--- src/rtl/pe_dbuf_sat.sv ---
// Weight-stationary systolic PE with a double-buffered weight, rounded fixed-point MAC,
// saturating (or wrapping) partial sum and a sticky overflow flag.
module pe_dbuf_sat #(
  parameter int DW   = 16,
  parameter int FRAC = 8,
  parameter int AW   = 24,
  parameter int SAT  = 1
) (
  input  logic          clk,
  input  logic          rst_n,
  input  logic [DW-1:0] hrzt_in,
  input  logic          hrzt_vld_in,
  input  logic [AW-1:0] vrtc_in,
  input  logic          vrtc_vld_in,
  input  logic          wload_in,
  input  logic          wswap_in,
  input  logic          clr_ovf,
  output logic [DW-1:0] hrzt_out,
  output logic          hrzt_vld_out,
  output logic [AW-1:0] vrtc_out,
  output logic          vrtc_vld_out,
  output logic          wload_out,
  output logic          wswap_out,
  output logic          ovf
);

  // One guard bit above the product so adding the rounding constant can never overflow.
  localparam int PW = 2 * DW + 1;
  localparam int SW = ((PW > AW) ? PW : AW) + 1;
  localparam logic signed [PW-1:0] RND =
    (FRAC > 0) ? (PW'(1'b1) << ((FRAC > 0) ? (FRAC - 1) : 0)) : '0;
  localparam logic signed [SW-1:0] MAX_S = (SW'(1'b1) << (AW - 1)) - SW'(1'b1);
  localparam logic signed [SW-1:0] MIN_S = -(SW'(1'b1) << (AW - 1));

  typedef enum logic [1:0] {
    MODE_IDLE = 2'd0,
    MODE_LOAD = 2'd1,
    MODE_MAC  = 2'd2
  } mode_e;

  // Returns {out_of_range, result}; result is clamped or wrapped depending on SAT.
  function automatic logic [AW:0] clamp_fn(input logic signed [SW-1:0] sum);
    logic [AW:0] res;
    if (sum > MAX_S) begin
      res = {1'b1, (SAT != 0) ? MAX_S[AW-1:0] : sum[AW-1:0]};
    end else if (sum < MIN_S) begin
      res = {1'b1, (SAT != 0) ? MIN_S[AW-1:0] : sum[AW-1:0]};
    end else begin
      res = {1'b0, sum[AW-1:0]};
    end
    return res;
  endfunction

  logic [DW-1:0]        hrzt_r;
  logic                 hrzt_vld_r;
  logic [AW-1:0]        vrtc_r;
  logic                 vrtc_vld_r;
  logic                 wload_r;
  logic                 wswap_r;
  logic                 ovf_r;
  logic signed [DW-1:0] shadow_r;
  logic signed [DW-1:0] active_r;

  mode_e                  mode_s;
  logic signed [2*DW-1:0] prod_s;
  logic signed [PW-1:0]   prod_rnd_s;
  logic signed [SW-1:0]   sum_s;
  logic [AW-1:0]          mac_val_s;
  logic                   mac_ovf_s;
  logic [AW-1:0]          vrtc_nxt_s;
  logic                   vrtc_vld_nxt_s;
  logic [DW-1:0]          shadow_nxt_s;
  logic [DW-1:0]          active_nxt_s;
  logic                   ovf_hit_s;
  logic                   ovf_nxt_s;

  // Mode decode: a weight load owns the vertical path over any MAC.
  always_comb begin
    mode_s = MODE_IDLE;
    if (wload_in) begin
      mode_s = MODE_LOAD;
    end else if (hrzt_vld_in && vrtc_vld_in) begin
      mode_s = MODE_MAC;
    end else begin
      mode_s = MODE_IDLE;
    end
  end

  // Full-precision product, round half up, then accumulate without intermediate loss.
  always_comb begin
    prod_s                 = active_r * $signed(hrzt_in);
    prod_rnd_s             = (PW'(prod_s) + RND) >>> FRAC;
    sum_s                  = SW'(prod_rnd_s) + SW'($signed(vrtc_in));
    {mac_ovf_s, mac_val_s} = clamp_fn(sum_s);
  end

  // Next-state for the vertical path, weight buffers and sticky flag.
  always_comb begin
    vrtc_nxt_s     = vrtc_r;
    vrtc_vld_nxt_s = 1'b0;
    shadow_nxt_s   = shadow_r;
    ovf_hit_s      = 1'b0;
    case (mode_s)
      MODE_LOAD: begin
        if (vrtc_vld_in) begin
          shadow_nxt_s   = vrtc_in[DW-1:0];
          vrtc_nxt_s     = AW'(shadow_r);
          vrtc_vld_nxt_s = 1'b1;
        end else begin
          vrtc_nxt_s     = vrtc_r;
          vrtc_vld_nxt_s = 1'b0;
        end
      end
      MODE_MAC: begin
        vrtc_nxt_s     = mac_val_s;
        vrtc_vld_nxt_s = 1'b1;
        ovf_hit_s      = mac_ovf_s;
      end
      MODE_IDLE: begin
        vrtc_nxt_s     = vrtc_r;
        vrtc_vld_nxt_s = 1'b0;
      end
      default: begin
        vrtc_nxt_s     = vrtc_r;
        vrtc_vld_nxt_s = 1'b0;
      end
    endcase

    // Swap reads the shadow as it was before this edge, so a same-cycle load is not promoted.
    if (wswap_in) begin
      active_nxt_s = shadow_r;
    end else begin
      active_nxt_s = active_r;
    end

    if (ovf_hit_s) begin
      ovf_nxt_s = 1'b1;
    end else if (clr_ovf) begin
      ovf_nxt_s = 1'b0;
    end else begin
      ovf_nxt_s = ovf_r;
    end
  end

  // State and output registers; reset discards all in-flight data and both weights.
  always_ff @(posedge clk or negedge rst_n) begin
    if (!rst_n) begin
      hrzt_r     <= '0;
      hrzt_vld_r <= 1'b0;
      vrtc_r     <= '0;
      vrtc_vld_r <= 1'b0;
      wload_r    <= 1'b0;
      wswap_r    <= 1'b0;
      ovf_r      <= 1'b0;
      shadow_r   <= '0;
      active_r   <= '0;
    end else begin
      hrzt_r     <= hrzt_in;
      hrzt_vld_r <= hrzt_vld_in;
      vrtc_r     <= vrtc_nxt_s;
      vrtc_vld_r <= vrtc_vld_nxt_s;
      wload_r    <= wload_in;
      wswap_r    <= wswap_in;
      ovf_r      <= ovf_nxt_s;
      shadow_r   <= shadow_nxt_s;
      active_r   <= active_nxt_s;
    end
  end

  assign hrzt_out     = hrzt_r;
  assign hrzt_vld_out = hrzt_vld_r;
  assign vrtc_out     = vrtc_r;
  assign vrtc_vld_out = vrtc_vld_r;
  assign wload_out    = wload_r;
  assign wswap_out    = wswap_r;
  assign ovf          = ovf_r;

endmodule

--- config.mk ---
export PLATFORM = sky130hd
export DESIGN_NAME = pe_dbuf_sat
export DESIGN_NICKNAME = d
export VERILOG_FILES = /design/src/rtl/pe_dbuf_sat.sv
export SDC_FILE = /design/constraint.sdc
export NUM_CORES = 1
export LEC_CHECK = 0
export ABC_AREA = 1
export CAP_MARGIN = 10
export CORE_ASPECT_RATIO = 1.5
export CORE_MARGIN = 2
export CORE_UTILIZATION = 35
export DETAILED_ROUTE_END_ITERATION = 8
export GPL_TIMING_DRIVEN = 0
export MAX_ROUTING_LAYER = met4
export PLACE_DENSITY = 0.54
export SYNTH_ARGS = -nofsm -noshare
export SYNTH_HDL_FRONTEND = slang
export SYNTH_SLANG_ARGS = --single-unit
--- constraint.sdc ---
create_clock -name clk -period 20.2 [get_ports clk]
set_input_delay 2.02 -clock clk [delete_from_list [all_inputs] [get_ports clk]]
set_output_delay 2.02 -clock clk [all_outputs]
set_load 0.005 [all_outputs]
==> Word-level counts from Yosys, hierarchy flattened <==
Cells that the tools add are included.
{ "totals": {"regBits": 77, "inputBits": 47, "output_inout_bits": 45, "wordCells": 33} }
{ "classes": {"addsub": 2, "mul": 1, "order_cmp": 2, "n_eq_ne": 3, "n_mux": 11, "n_reduce_logical": 5} }
{ "op_table": {"columns": ["op", "n"], "rows": [
  ["$mux W25", 2],
  ["$pmux W24 S2", 1],
  ["$add A32 B9 Y33 const B", 1],
  ["$mul A16 B16 Y32", 1],
  ["$add A25 B24 Y26", 1],
  ["$gt A26 B24 Y1 const B", 1],
  ["$lt A26 B24 Y1 const B", 1],
  ["$mux W24", 1],
  ["$mux W1", 4],
  ["$mux W2", 2],
  ["$reduce_and A2 Y1", 2],
  ["$reduce_bool A2 Y1", 2],
  ["$eq A2 B1 Y1 const B", 1],
  ["$eq A2 B2 Y1 const B", 1],
  ["$ne A2 B2 Y1 const B", 1],
  ["$pmux W1 S2", 1],
  ["$logic_and A1 B1 Y1", 1]
]} }

==> Longest topological paths before layout <==
{ "logic_depth": {"word_depth": 8, "depth_mapped": 45, "ltp_nobuf": 42} }

==> Worst setup path before layout <==
No wires, ideal clock.
{ "synth_path": {"path_type": "in2reg", "start": "input port hrzt_in[7]", "end": "register vrtc_r[22] (netlist: vrtc_out[22])", "setup_ns": 0.118, "t_arrival_ns": 8.699, "required_ns": 20.082, "setup_slack_ns": 11.383, "stages": 38, "n_path_buf": 3, "cell_sequence": "clkbuf_1 > clkbuf_1 > nand2_1 > fa_1 > inv_1 > fa_1 > inv_1 > fa_1 > inv_1 > fa_1 > inv_1 > fa_1 > fa_1 > inv_1 > ha_1 > nand2_1 > nor3_1 > nand2_1 > (+2 left out) > nand2_1 > xor2_1 > inv_1 > ha_1 > a21o_1 > nor2_1 > nand2_1 > a21oi_1 > nand2_1 > nand2_1 > nand2_1 > nand2_2 > nand2_2 > inv_2 > buf_6 > nand2_1 > nand2_1 > nand2_1"} }
{ "synth_via": {"elab_chain_cells": 7, "word_cells_on_any_way": 8, "classes_between": "2 x add/sub; 1 x mul; 2 x order compare; 3 x mux"} }
{ "synth_lines": {"columns": ["element", "line", "source"], "rows": [
  ["start: declaration", "11", "input logic [DW-1:0] hrzt_in,"],
  ["$mul A16 B16 Y32 (*)", "91", "prod_s = active_r * $signed(hrzt_in);"],
  ["$add A32 B9 Y33 (*)", "92", "prod_rnd_s = (PW'(prod_s) + RND) >>> FRAC;"],
  ["$add A25 B24 Y26 (*)", "93", "sum_s = SW'(prod_rnd_s) + SW'($signed(vrtc_in));"],
  ["$lt A26 B24 Y1", "46", "end else if (sum < MIN_S) begin"],
  ["$mux W25", "46", null],
  ["$mux W25 (*)", "44", "if (sum > MAX_S) begin"],
  ["$pmux W24 S2 (*)", "103", "case (mode_s)"],
  ["end signal: assignment", "160", "vrtc_r <= vrtc_nxt_s;"],
  ["end: declaration", "56", "logic [AW-1:0] vrtc_r;"]
]} }
Mark *: on every way between the ends. The rest lies on a longest branch, timed or not.
A chain may end at the register's enable or synchronous reset.

==> Final worst setup path <==
{ "layout_path": {"start": "input port hrzt_in[5]", "end": "register vrtc_r[22] (netlist: vrtc_out[22])"} }
Same word-level chain as after synthesis.

==> impl_metrics.env <==
export IMPL_worstSetupStartpointType="primary input"
export IMPL_ys_types=39
export IMPL_rsz0062_at_grt="no"
export IMPL_grt_pass1_vias=13600
export IMPL_diodes=0
export IMPL_postCtsHoldBufs=0
export IMPL_worstSetupEndpointType="flop"
export IMPL_path_clk_slew_ns=0.08
export IMPL_detail_route_drc_violations=0
export IMPL_insertion_delay_ns=0.37
export IMPL_crit_fanout=10
export IMPL_htreeDepth=3
export IMPL_report_final_slew_viol_count=0
export IMPL_pin_count=92
export IMPL_min_period_over_period=0.530
export IMPL_synth_net_count=2392
export IMPL_vias_per_cell=4.68
export IMPL_nNetsFinal=2495
export IMPL_clock_sinks=77
export IMPL_die_w_um=173
export IMPL_rows=93
export IMPL_path_class="primary input to flop"
export IMPL_syn_inst=1972
export IMPL_crit_path_frequent_cell="nand2_1"
export IMPL_fmax_mhz=93.4
export IMPL_crit_slowest_cell="fa_1"
export IMPL_drive_gt1_frac=0.0279
export IMPL_yosys_warnings=0
export IMPL_antenna_found_initial=0
export IMPL_dr_pass1_iters=5
export IMPL_required_ns=20.47
export IMPL_worstMarginPinSlew_ns=0.796
export IMPL_post_route_util=0.398
export IMPL_worst_path_largest_cell_delay_ns=0.61
export IMPL_setup_tns_ns=0
export IMPL_grt_max_degree=54
export IMPL_wl_um=45500
export IMPL_portBuffers=91
export IMPL_worst_slack_ns=9.49
export IMPL_die_area_um2=44700
export IMPL_setup_viol=0
export IMPL_cts_root_buf="clkbuf_16"
export IMPL_place_area_um2=16700
export IMPL_syn_to_final_growth_pct=13.1
export IMPL_drtAntennaViolNets=0
export IMPL_post_dp_hpwl_um=39500
export IMPL_fin_worst_skew_ns=0.0144
export IMPL_max_slew_margin=0.469
export IMPL_post_place_ws_ns=9.15
export IMPL_drtIter0Drc=565
export IMPL_maxCapViolCount=0
export IMPL_clk_path_buf_depth=2
export IMPL_hp_class="flop to flop"
export IMPL_final_cell_area_um2=17000
export IMPL_place_gp_congestion=0.898
export IMPL_hold_viol=0
export IMPL_numCtsBuffers=9
export IMPL_grtUsageTotal=0.218
export IMPL_initial_core_util=0.352
export IMPL_cts_repair_resized=0
export IMPL_dieHeight_um=258
export IMPL_post_drt_wl_per_cell_um=17.2
export IMPL_yosysSeqAreaShare=0.128
export IMPL_grt_first_pass_wirelength_um=72900
export IMPL_syn_area_um2=15000
export IMPL_crit_arrival_ns=10.98
export IMPL_post_cts_repair_setup_buffers=0
export IMPL_ys_seq_elements=77
export IMPL_cts_tree="built"
export IMPL_core_area_um2=42700
export IMPL_status="complete, no violations"
export IMPL_overflow=0
export IMPL_synth_area_per_cell_um2=7.63
export IMPL_routed_via_count=12400
export IMPL_fin_crit_ns=10.71
==> kinds of logic after synthesis <==
kind of cell,synth area share
buffers and inverters,0.150
AO/OA/AOI/OAI,0.0525
adder cells (fa/ha/maj),0.444
multiplexers,0.00749
AND/OR/NAND/NOR,0.190
XOR/XNOR,0.0274
flip-flops,0.128
==> worst paths after layout <==
| check | slack (ns) | endpoint | startpoint | depth (start not counted) |
|---|---|---|---|---|
| min in group asynchronous | 1.55 | ovf | rst_n | 1 |
| worst min-delay path | 0.48 | vrtc_out[15] | vrtc_out[15] | 2 |
| worst min register to register | 0.48 | vrtc_out[15] | vrtc_out[15] | 2 |
| max in group asynchronous | 18.02 | active_r[12] | rst_n | 2 |
| worst max-delay path | 9.49 | vrtc_out[22] | hrzt_in[5] | 39 |
| worst max register to register | 11.00 | vrtc_out[22] | active_r[15] | 40 |
==> cell usage after synthesis <==
library cell / n / share of area
nand2_1: 561 / 0.14
inv_1: 516 / 0.13
fa_1: 268 / 0.36
ha_1: 105 / 0.087
nor2_1: 97 / 0.024
dfrtp_1: 77 / 0.13
a21oi_1: 73 / 0.024
clkbuf_1: 68 / 0.017
o21ai_0: 47 / 0.016
nand3_1: 31 / 0.010
xor2_1: 29 / 0.017
xnor2_1: 18 / 0.010
mux2_2: 10 / 0.0075
nor3_1: 10 / 0.0033
nand2_2: 9 / 0.0037
nand4_1: 8 / 0.0033
a31oi_1: 5 / 0.0021
o21bai_1: 5 / 0.0025
inv_2: 3 / 0.00075
nand3_2: 3 / 0.0020
nor2_2: 3 / 0.0012
o211ai_1: 3 / 0.0015
a21o_1: 2 / 0.0010
buf_4: 2 / 0.0010
buf_6: 2 / 0.0015
nor3_2: 2 / 0.0013
o21a_1: 2 / 0.0010
o21ai_2: 2 / 0.0012
a21oi_2: 1 / 0.00058
a221oi_1: 1 / 0.00058
a31o_2: 1 / 0.00058
buf_1: 1 / 0.00025
buf_2: 1 / 0.00033
clkbuf_2: 1 / 0.00033
nand3b_1: 1 / 0.00050
nor4_1: 1 / 0.00042
o211a_1: 1 / 0.00067
o21ai_1: 1 / 0.00033
o221ai_1: 1 / 0.00058
==> registers in the layout, indices dropped and copies added, names as in the netlist <==
signal and flops:
active_r 16, hrzt_out 16, hrzt_vld_out 1, ovf 1, shadow_r 16, vrtc_out 24
vrtc_vld_out 1, wload_out 1, wswap_out 1
==> final cells by class <==
type                            instances  area (um^2)
Buffer                                 75          307
Timing Repair Buffer                   92          936
Fill cell                            4488        25700
Sequential cell                        77         1930
Inverter                              519         1950
Clock buffer                            9          225
Clock inverter                          7         88.8
Multi-Input combinational cell       1301        10900
Tap cell                              570          713
==> worst max-delay path, delay by kind of cell <==
kind / cells / cell delay [ns]
AO/OA/AOI/OAI: 2 / 0.59
AND/OR/NAND/NOR: 19 / 2.04
XOR/XNOR: 1 / 0.33
buffers and inverters: 9 / 2.14
adder cells (fa/ha/maj): 8 / 3.82
==> metal layers <==
metal,up-vias,wire length (um),GRT usage
met5,-,0,-
met4,0,2400,0.0998
met3,97,1110,0.0171
met2,274,24900,0.416
met1,6114,17100,0.226
li1,5905,-,-
==> per-stage QoR <==
step / std cells / hold slack [ns]
floorplan: 1972 / 0.450
global placement: 2633 / 0.469
detailed placement: 2634 / 0.464
CTS: 2650 / 0.491
global route: 2650 / 0.506
finish: 2650 / 0.485
==> layout by cell type (no fill, tap or decap), types with 47 or more instances in the layout <==
cell / netlist / routed
a21oi_1: 73 / 73
clkbuf_1: 68 / 68
clkdlybuf4s50_1: 0 / 90
dfrtp_1: 77 / 77
fa_1: 268 / 268
ha_1: 105 / 105
inv_1: 516 / 516
nand2_1: 561 / 561
nor2_1: 97 / 97
o21ai_0: 47 / 47
Power is not shown: default switching activity piles up to over one toggle a cycle in this logic, so the estimate is an artifact.
